File: src/rtl/max_pool_ctrl_if.sv
// Handshake, SRAM and pooling-datapath signals for the max-pool sequencer.
interface max_pool_ctrl_if #(
    parameter int DATA_W = 20,
    parameter int ADDR_W = 16,
    parameter int DIM_W  = 10
);
    logic                start;
    logic [DIM_W-1:0]    fm_w;
    logic [DIM_W-1:0]    fm_h;
    logic [ADDR_W-1:0]   in_base;
    logic [ADDR_W-1:0]   out_base;
    logic                busy;
    logic                done;
    logic                rd_en;
    logic [ADDR_W-1:0]   rd_addr;
    logic [DATA_W-1:0]   rd_data;
    logic                win_valid;
    logic [4*DATA_W-1:0] win_data;
    logic [DATA_W-1:0]   pool_out;
    logic                wr_en;
    logic [ADDR_W-1:0]   wr_addr;
    logic [DATA_W-1:0]   wr_data;

    modport slave (
        input  start, fm_w, fm_h, in_base, out_base, rd_data, pool_out,
        output busy, done, rd_en, rd_addr, win_valid, win_data, wr_en, wr_addr, wr_data
    );

    modport master (
        output start, fm_w, fm_h, in_base, out_base, rd_data, pool_out,
        input  busy, done, rd_en, rd_addr, win_valid, win_data, wr_en, wr_addr, wr_data
    );
endinterface

File: src/rtl/max_pool_ctrl.sv
// 2x2/stride-2 max-pool sequencer: window address generation, operand gather,
// latency tracking of the pooling pipeline and result write-back.
//   state | meaning
//   IDLE  | waiting for start
//   FETCH | issuing window reads back-to-back
//   DRAIN | reads done, waiting for in-flight results to be written
//   DONE  | one-cycle completion pulse
module max_pool_ctrl #(
    parameter int DATA_W   = 20,
    parameter int ADDR_W   = 16,
    parameter int DIM_W    = 10,
    parameter int PIPE_LAT = 4
) (
    input  logic             clk,
    input  logic             rst_n,
    max_pool_ctrl_if.slave   bus
);
    typedef enum logic [1:0] {IDLE, FETCH, DRAIN, DONE} state_t;

    state_t              state, state_nxt;
    logic [DIM_W-1:0]    fw_q, fh_q, oc, orow, noc, norow, ow, oh;
    logic [ADDR_W-1:0]   row_ptr, nrow_ptr, naddr, rd_addr_q, wr_addr_q, fw_a;
    logic [1:0]          ph, nph, rd_ph_q;
    logic                rd_en_q, rd_vld, win_valid_q, wr_en_w;
    logic                last_col, last_row, last_rd, degenerate;
    logic [4*DATA_W-1:0] win_q;
    logic [PIPE_LAT-1:0] vdly;
    logic [7:0]          inflight, inflight_nxt;

    assign ow         = fw_q >> 1;
    assign oh         = fh_q >> 1;
    assign fw_a       = ADDR_W'(fw_q);
    assign last_col   = (oc == ow - 1'b1);
    assign last_row   = (orow == oh - 1'b1);
    assign last_rd    = rd_en_q && (ph == 2'd3) && last_col && last_row;
    assign degenerate = (bus.fm_w[DIM_W-1:1] == '0) || (bus.fm_h[DIM_W-1:1] == '0);
    assign wr_en_w    = vdly[PIPE_LAT-1];
    assign inflight_nxt = inflight + 8'(win_valid_q) - 8'(wr_en_w);

    // Address of the read following the one currently on rd_addr.
    always_comb begin
        nph      = ph + 2'd1;
        noc      = oc;
        norow    = orow;
        nrow_ptr = row_ptr;
        if (ph == 2'd3) begin
            if (last_col) begin
                noc      = '0;
                norow    = orow + 1'b1;
                nrow_ptr = row_ptr + ADDR_W'({fw_q, 1'b0});
            end else begin
                noc = oc + 1'b1;
            end
        end
        naddr = nrow_ptr + ADDR_W'({noc, 1'b0}) + (nph[1] ? fw_a : '0) + ADDR_W'(nph[0]);
    end

    always_comb begin
        state_nxt = state;
        case (state)
            IDLE:  if (bus.start) state_nxt = degenerate ? DONE : FETCH;
            FETCH: if (last_rd) state_nxt = DRAIN;
            // rd_vld covers the gap between the last read and its win_valid.
            DRAIN: if ((inflight_nxt == '0) && !rd_vld) state_nxt = DONE;
            DONE:  state_nxt = IDLE;
            default: state_nxt = IDLE;
        endcase
    end

    always_ff @(posedge clk or negedge rst_n) begin
        if (!rst_n) state <= IDLE;
        else        state <= state_nxt;
    end

    always_ff @(posedge clk or negedge rst_n) begin
        if (!rst_n) begin
            fw_q        <= '0;
            fh_q        <= '0;
            oc          <= '0;
            orow        <= '0;
            ph          <= '0;
            row_ptr     <= '0;
            rd_en_q     <= 1'b0;
            rd_addr_q   <= '0;
            rd_vld      <= 1'b0;
            rd_ph_q     <= '0;
            win_q       <= '0;
            win_valid_q <= 1'b0;
            vdly        <= '0;
            wr_addr_q   <= '0;
            inflight    <= '0;
        end else begin
            rd_vld      <= rd_en_q;
            rd_ph_q     <= ph;
            win_valid_q <= rd_vld && (rd_ph_q == 2'd3);
            vdly        <= (vdly << 1) | PIPE_LAT'(win_valid_q);
            inflight    <= inflight_nxt;
            if (rd_vld)
                win_q[int'(rd_ph_q)*DATA_W +: DATA_W] <= bus.rd_data;
            if (wr_en_w)
                wr_addr_q <= wr_addr_q + 1'b1;
            if (state == FETCH) begin
                if (last_rd) begin
                    rd_en_q <= 1'b0;
                end else begin
                    ph        <= nph;
                    oc        <= noc;
                    orow      <= norow;
                    row_ptr   <= nrow_ptr;
                    rd_addr_q <= naddr;
                end
            end
            if ((state == IDLE) && bus.start) begin
                fw_q      <= bus.fm_w;
                fh_q      <= bus.fm_h;
                oc        <= '0;
                orow      <= '0;
                ph        <= '0;
                row_ptr   <= bus.in_base;
                rd_addr_q <= bus.in_base;
                rd_en_q   <= !degenerate;
                wr_addr_q <= bus.out_base;
            end
        end
    end

    assign bus.busy      = (state == FETCH) || (state == DRAIN);
    assign bus.done      = (state == DONE);
    assign bus.rd_en     = rd_en_q;
    assign bus.rd_addr   = rd_addr_q;
    assign bus.win_valid = win_valid_q;
    assign bus.win_data  = win_q;
    assign bus.wr_en     = wr_en_w;
    assign bus.wr_addr   = wr_addr_q;
    assign bus.wr_data   = bus.pool_out;
endmodule

File: src/flat_wrapper.sv
// flat-port wrapper written by rule: the top's interface ports become plain ports
module max_pool_ctrl_flat 
#(
    parameter int DATA_W   = 20,
    parameter int ADDR_W   = 16,
    parameter int DIM_W    = 10,
    parameter int PIPE_LAT = 4
)
  (clk, rst_n, bus_start, bus_fm_w, bus_fm_h, bus_in_base, bus_out_base, bus_rd_data, bus_pool_out, bus_busy, bus_done, bus_rd_en, bus_rd_addr, bus_win_valid, bus_win_data, bus_wr_en, bus_wr_addr, bus_wr_data);
  max_pool_ctrl_if #(.DATA_W(DATA_W), .ADDR_W(ADDR_W), .DIM_W(DIM_W)) bus_i ();
  input  logic clk;
  input  logic rst_n;
  input wire logic [$bits(bus_i.start)-1:0] bus_start;
  input wire logic [$bits(bus_i.fm_w)-1:0] bus_fm_w;
  input wire logic [$bits(bus_i.fm_h)-1:0] bus_fm_h;
  input wire logic [$bits(bus_i.in_base)-1:0] bus_in_base;
  input wire logic [$bits(bus_i.out_base)-1:0] bus_out_base;
  input wire logic [$bits(bus_i.rd_data)-1:0] bus_rd_data;
  input wire logic [$bits(bus_i.pool_out)-1:0] bus_pool_out;
  output wire logic [$bits(bus_i.busy)-1:0] bus_busy;
  output wire logic [$bits(bus_i.done)-1:0] bus_done;
  output wire logic [$bits(bus_i.rd_en)-1:0] bus_rd_en;
  output wire logic [$bits(bus_i.rd_addr)-1:0] bus_rd_addr;
  output wire logic [$bits(bus_i.win_valid)-1:0] bus_win_valid;
  output wire logic [$bits(bus_i.win_data)-1:0] bus_win_data;
  output wire logic [$bits(bus_i.wr_en)-1:0] bus_wr_en;
  output wire logic [$bits(bus_i.wr_addr)-1:0] bus_wr_addr;
  output wire logic [$bits(bus_i.wr_data)-1:0] bus_wr_data;
  assign bus_i.start = bus_start;
  assign bus_i.fm_w = bus_fm_w;
  assign bus_i.fm_h = bus_fm_h;
  assign bus_i.in_base = bus_in_base;
  assign bus_i.out_base = bus_out_base;
  assign bus_i.rd_data = bus_rd_data;
  assign bus_i.pool_out = bus_pool_out;
  assign bus_busy = bus_i.busy;
  assign bus_done = bus_i.done;
  assign bus_rd_en = bus_i.rd_en;
  assign bus_rd_addr = bus_i.rd_addr;
  assign bus_win_valid = bus_i.win_valid;
  assign bus_win_data = bus_i.win_data;
  assign bus_wr_en = bus_i.wr_en;
  assign bus_wr_addr = bus_i.wr_addr;
  assign bus_wr_data = bus_i.wr_data;
  max_pool_ctrl #(.DATA_W(DATA_W), .ADDR_W(ADDR_W), .DIM_W(DIM_W), .PIPE_LAT(PIPE_LAT)) u_core (.clk(clk), .rst_n(rst_n), .bus(bus_i));
endmodule
File: config.mk
export PLATFORM = sky130hd
export DESIGN_NAME = max_pool_ctrl_flat
export DESIGN_NICKNAME = d
export VERILOG_FILES = /design/src/rtl/max_pool_ctrl_if.sv /design/src/rtl/max_pool_ctrl.sv /design/src/flat_wrapper.sv
export SDC_FILE = /design/constraint.sdc
export NUM_CORES = 1
export LEC_CHECK = 0
export ABC_CLOCK_PERIOD_IN_PS = 16800
export BUFFER_PORTS_ARGS = -buffer_cell sky130_fd_sc_hd__buf_2
export CAP_MARGIN = 20
export CORE_ASPECT_RATIO = 1.4
export CORE_MARGIN = 3
export CORE_UTILIZATION = 40
export CTS_CLUSTER_DIAMETER = 80
export DETAILED_ROUTE_END_ITERATION = 12
export PLACE_DENSITY = 0.63
export SYNTH_ARGS = -nofsm -noshare
export SYNTH_HDL_FRONTEND = slang
export SYNTH_SLANG_ARGS = --single-unit
File: constraint.sdc
create_clock -name clk -period 16.8 [get_ports clk]
set_input_delay 0.84 -clock clk [delete_from_list [all_inputs] [get_ports clk]]
set_output_delay 0.84 -clock clk [all_outputs]
set_load 0.05 [all_outputs]
After elaboration in Yosys (flattened, before gate mapping). Index checks and enable logic that the tools add are counted.

Flip-flop bits (word level): 189. Output and inout bits: 137. Latch bits: 0. Memories: 0. Word-level logic and storage cells: 100. Memory bits (writable): 0. Bits of input ports: 95. ROM bits: 0.

Equality and inequality tests: 11. Multiply operators: 1. Bitwise logic cells: 1. Reduce and logical (&&, ||, !) cells: 23. Div/mod/pow operators: 0. Multiplexer cells: 33. Add/subtract/negate cells: 13. Order comparisons: 0. Shifts and indexed selects: 2.

Operators by type and width (count): 2-to-1 mux 16 bit (10); 2-to-1 mux 10 bit (11); bitwise mux 80 bit (1); variable shift 20 x 33 -> 80 bit (first input constant) (1); indexed part select 20 x 33 -> 80 bit (1); negation 32 -> 33 bit (1); adder 16 x 11 -> 16 bit (2); adder 10 x 1 -> 10 bit (second input constant) (2); == test 10 bit (2); subtractor 9 x 1 -> 10 bit (second input constant) (2); zero test 9 bit (2); adder 16 x 1 -> 16 bit (1); adder 16 x 1 -> 16 bit (second input constant) (1); adder 16 bit (1); 2-to-1 mux 2 bit (7); nonzero test 2 bit (5); adder 8 x 1 -> 8 bit (1); == test 2 bit (second input constant) (4); zero test 8 bit (1); one-hot mux 2 bit (4 select lines) (1); subtractor 8 x 1 -> 8 bit (1); logical AND 1 bit (6); multiplier 2 x 3 -> 5 bit (second input constant) (1); != test 2 x 1 -> 1 bit (second input constant) (2); 11 further kinds (17).

Logic depth before layout (Yosys ltp).
Depth after elaboration: 10. Mapped depth: 24.

Least setup slack after synthesis. OpenSTA, ideal clock, no wires.

Kind: reg2reg. Start point: register u_core.fw_q[1]. End point: register u_core.rd_addr_q[14], in the netlist u_core.bus.rd_addr[14]. Setup time: 94 ps. Path buffers: 1. Path slack: 11512 ps. Cell stages (with the launch flop): 24. Data arrival time: 5194 ps. Required time: 16706 ps. Clock period less this slack: 5288 ps. Cell sequence: dfrtp_1 -> inv_1 -> ha_1 -> nor2b_1 -> or3_1 -> a31o_2 -> a2111oi_4 -> nand2_2 -> clkbuf_1 -> nor2_1 -> a21oi_1 -> fa_1 -> inv_1 -> ha_1 -> a211oi_1 -> o21ai_0 -> o311a_1 -> a311oi_1 -> o2bb2ai_1 -> inv_1 -> a32oi_1 -> o21ai_1 -> mux2i_1 -> a211oi_1.

Word-level cells in the longest chain between the ends: 10. Elaborated cells between the ends (all ways): 18.

RTL lines: start, declared (line max_pool_ctrl.sv:21) `logic [DIM_W-1:0] fw_q, fh_q, oc, orow, noc, norow, ow, oh;`; start signal, assigned (line max_pool_ctrl.sv:114) `fw_q <= bus.fm_w;`; subtractor 9 x 1 -> 10 bit (line max_pool_ctrl.sv:33) `assign last_col = (oc == ow - 1'b1);`; == test 10 bit (line max_pool_ctrl.sv:33); 2-to-1 mux 16 bit or 2-to-1 mux 10 bit (tied branches) (line max_pool_ctrl.sv:47) `if (last_col) begin`; 2-to-1 mux 16 bit or 2-to-1 mux 10 bit (tied branches) (line max_pool_ctrl.sv:46) `if (ph == 2'd3) begin`; adder 16 x 11 -> 16 bit (line max_pool_ctrl.sv:55) `naddr = nrow_ptr + ADDR_W'({noc, 1'b0}) + (nph[1] ? fw_a : '0) + ADDR_W'(nph[0]);`; adder 16 bit (line max_pool_ctrl.sv:55); adder 16 x 1 -> 16 bit (line max_pool_ctrl.sv:55); 2-to-1 mux 16 bit (line max_pool_ctrl.sv:103) `if (last_rd) begin`; 2-to-1 mux 16 bit (line max_pool_ctrl.sv:102) `if (state == FETCH) begin`; 2-to-1 mux 16 bit (line max_pool_ctrl.sv:113) `if ((state == IDLE) && bus.start) begin`; end signal, assigned (line max_pool_ctrl.sv:110) `rd_addr_q <= naddr;`; end signal, assigned (line max_pool_ctrl.sv:120) `rd_addr_q <= bus.in_base;`; end, declared (line max_pool_ctrl.sv:22) `logic [ADDR_W-1:0] row_ptr, nrow_ptr, naddr, rd_addr_q, wr_addr_q, fw_a;`.

Several ways; a longest one is shown, not always the timed one. The select of a mux whose other input is x is not followed. A chain may end at the register's enable or synchronous reset.

Final worst setup path.
Start point: register u_core.fw_q[1]. End point: register u_core.rd_addr_q[13], in the netlist u_core.bus.rd_addr[13].

Same word-level chain as after synthesis.

==> flow_summary.ini <==
[outcome]
status = completed

[sta]
setup_viol = 0
rsz0062_at_grt = no
fin_skew_ns = 0.01085
period_share_pct = 38.47
drv_slew = 0
worst_pin_slew_ns = 0.9728
relSlewSlack_pct = 35.15
holdWs_ns = 0.3516
setup_tns_ns = 0
finalHoldViolations = 0
min_period_ns = 6.462
max_freq_ghz = 0.1547

[grt]
grt_use_total_pct = 20.78
antenna_found_initial = 0
grt_pass1_vias = 9644
grt_max_degree = 117
grt_pass1_wl_mm = 50.56
grt.overflow.total = 0

[pwr]
p_per_area_nw_per_um2 = 225.1
power_mw = 2.939
ir_drop_uv = 81.95
power.leakage_nw = 6.170

[worst_setup_path]
worstSetupPathType = reg2reg
rr_endpoint = u_core.bus.rd_addr[13]$_DFFE_PN0P_
reg2reg_depth = 23
cp.required_ns = 17.16
worstReg2RegStart = u_core.fw_q[1]$_DFFE_PN0P_
end_kind = flip-flop
arrival_ns = 6.82
cp-start-kind = flip-flop
path_max_fanout = 33
r2r_setup_slack_ns = 10.34

[placement]
dp.cells = 1773
dp_hpwl_mm = 23.64
place_congestion = 0.9157
io_buffers = 190

[floorplanning]
die_x_um = 148.5
row_count = 72
die_h_um = 205.5
ios = 232
start_util_pct = 40.86
dieArea_um2 = 30520
fp.coreArea_um2 = 27840

[drt]
ant_nets = 0
routed_wl_mm = 31.31
viasPerCell = 5.342
vias = 9658
drc = 0
wl_per_cell_um = 17.32
drt_iter0_drc = 398
drtPass1Iterations = 4

[logic_synthesis]
synth_flop_cell = dfrtp_1
ys_warn_count = 0
netlist_area_um2 = 11370
ys_seq_elements = 188
synthArstFlopShare_pct = 100.0
yosysUniqueCellTypes = 72
syn_inst = 1290
syn_nets = 1444
syn_avg_cell_area_um2 = 8.817
synth_edf_count = 0
seq_area_frac_synth_pct = 41.36

[cts]
cts_htree_levels = 4
hold_buffers = 0
cts_buffers = 17
cts_resized = 0
clock_path_buffers = 2
cts_setup_buffers = 0
clock_sinks = 188
cts_root_buffer = clkbuf_16
cts_tree = built
clk_latency_ns = 0.44
cts.clk_slew.worst_paths_ns = 0.07

[cells_and_area]
final_cell_count_no_fill = 1808
final_common_cell = nand2_1
drive_above_1_share_pct = 18.23
fillCellCount = 2716
area_growth_pct = 14.83
seq_area_um2 = 4705
layout_common_cells = nand2_1 (219), buf_2 (190), dfrtp_1 (188)
multi_input_area_um2 = 6026
final_nets = 1579
fin_util_pct = 46.92

[worst_hold_path]
whs_endpoint = u_core.vdly[3]$_DFF_PN0_
whs_path_depth = 0
holdCritStartpoint = u_core.vdly[2]$_DFF_PN0_
hold_path.class = reg2reg

[flow_run]
maxCapViolCount = 0
-- registers in the layout, summed over array words and instances, names as in the netlist, 4 cells and up --
signal,flops
u_core.oc,10
u_core.vdly,4
u_core.orow,10
u_core.fw_q,10
u_core.row_ptr,16
u_core.inflight,8
u_core.bus.win_data,80
u_core.bus.rd_addr,16
u_core.bus.wr_addr,16
u_core.fh_q,9
-- stage by stage --
step | setup WS [ns] | instance area [um2]
after floorplan | 11.51 | 11370
after global placement | 10.50 | 12450
after detailed placement | 10.39 | 12450
after CTS | 10.34 | 13010
final | 10.34 | 13060
after global routing | 9.831 | 13060
-- per-layer routing --
layer  up-vias  GRT usage, %  wire, um
met5         -             0         0
met4         0         7.362       913
met3        50         3.481      1396
met2       284         37.52     16260
met1      4615         24.82     12750
li1       4709             -         -
-- where the power goes --
part | internal (mW) | switching [mW] | total [mW] | leakage (nW)
Sequential | 0.633 | 0.164 | 0.797 | 2.43
Clock | 0.213 | 0.186 | 0.399 | 0.274
Combinational | 0.559 | 1.18 | 1.74 | 3.47
-- cell type report --
cell class | instances | area share (%)
antenna | 1 | 0.01916
clock buffer | 20 | 3.497
clock inverter | 11 | 0.8239
inverter | 62 | 1.782
multi-input combinational | 955 | 46.14
sequential | 188 | 36.02
tap | 370 | 3.545
timing repair buffer | 201 | 8.172
-- worst max-delay path, cell delays in order, from the launching register on --
cell and delay, ns:
dfrtp_1 0.45, inv_1 0.16, ha_1 0.29, or4b_4 0.52, nor3_2 0.13, o211ai_1 0.15
a2111oi_4 0.49, nand2_2 0.53, mux2i_1 0.40, fa_1 0.46, inv_1 0.07, ha_1 0.19
inv_1 0.07, fa_1 0.38, nor2b_1 0.16, o21ai_0 0.11, a21boi_0 0.32, o21ai_0 0.19
a21oi_1 0.40, a311oi_1 0.17, a211oi_1 0.30, nor3_2 0.09, mux2i_1 0.14, a211oi_2 0.19
-- worst max-delay path by stage --
stage / endpoint / from / cells after the start / slack (ns)
6_report: u_core.bus.rd_addr[13]$_DFFE_PN0P_ / u_core.fw_q[1]$_DFFE_PN0P_ / 23 / 10.34
5_1_grt: u_core.bus.rd_addr[14]$_DFFE_PN0P_ / u_core.fw_q[1]$_DFFE_PN0P_ / 22 / 9.83
4_1_cts: u_core.bus.rd_addr[13]$_DFFE_PN0P_ / u_core.fw_q[1]$_DFFE_PN0P_ / 23 / 10.34
3_5_place_dp: u_core.bus.rd_addr[13]$_DFFE_PN0P_ / u_core.fw_q[1]$_DFFE_PN0P_ / 23 / 10.39
3_3_place_gp: u_core.bus.rd_addr[13]$_DFFE_PN0P_ / u_core.fw_q[1]$_DFFE_PN0P_ / 23 / 10.50
2_1_floorplan: u_core.bus.rd_addr[14]$_DFFE_PN0P_ / u_core.fw_q[1]$_DFFE_PN0P_ / 23 / 11.51
-- Yosys cell counts, drive strengths merged (6+ instances only) --
library cell  instances  share of area [%]
buf                  34                2.0
a22o                 29                2.2
mux2i                24                2.1
ha                   47                5.2
fa                   12                2.1
nand4                 9               0.50
a31oi                 9               0.50
nand3                22                1.0
inv                  62                2.0
or3                   7               0.39
a22oi                 8               0.53
xnor2                36                2.8
dfrtp               188                 41
mux2                  8               0.79
o21ai               124                5.5
a211oi               11               0.81
nand2b                9               0.50
nor4                  7               0.44
nor3                 34                1.6
and3                  9               0.50
a21oi                81                3.6
nand2               220                7.3
xor2                 44                3.4
clkbuf               51                1.7
nor2                102                3.4
and2                  6               0.33
a21o                  6               0.40
nor2b                18               0.99
-- cell families (layout without fill, tap and decap cells) --
kind of cell             count (synthesis)  count (layout)  synth area share, %
buffers and inverters                  147             294                5.743
AND/OR/NAND/NOR                        463             463                18.41
other                                    0               1                    0
multiplexers                            36              36                3.696
flip-flops                             188             188                41.36
adder cells (fa/ha/maj)                 59              59                7.283
AO/OA/AOI/OAI                          317             317                17.35
XOR/XNOR                                80              80                6.161
Note: power is estimated with default switching activity, not from simulation.
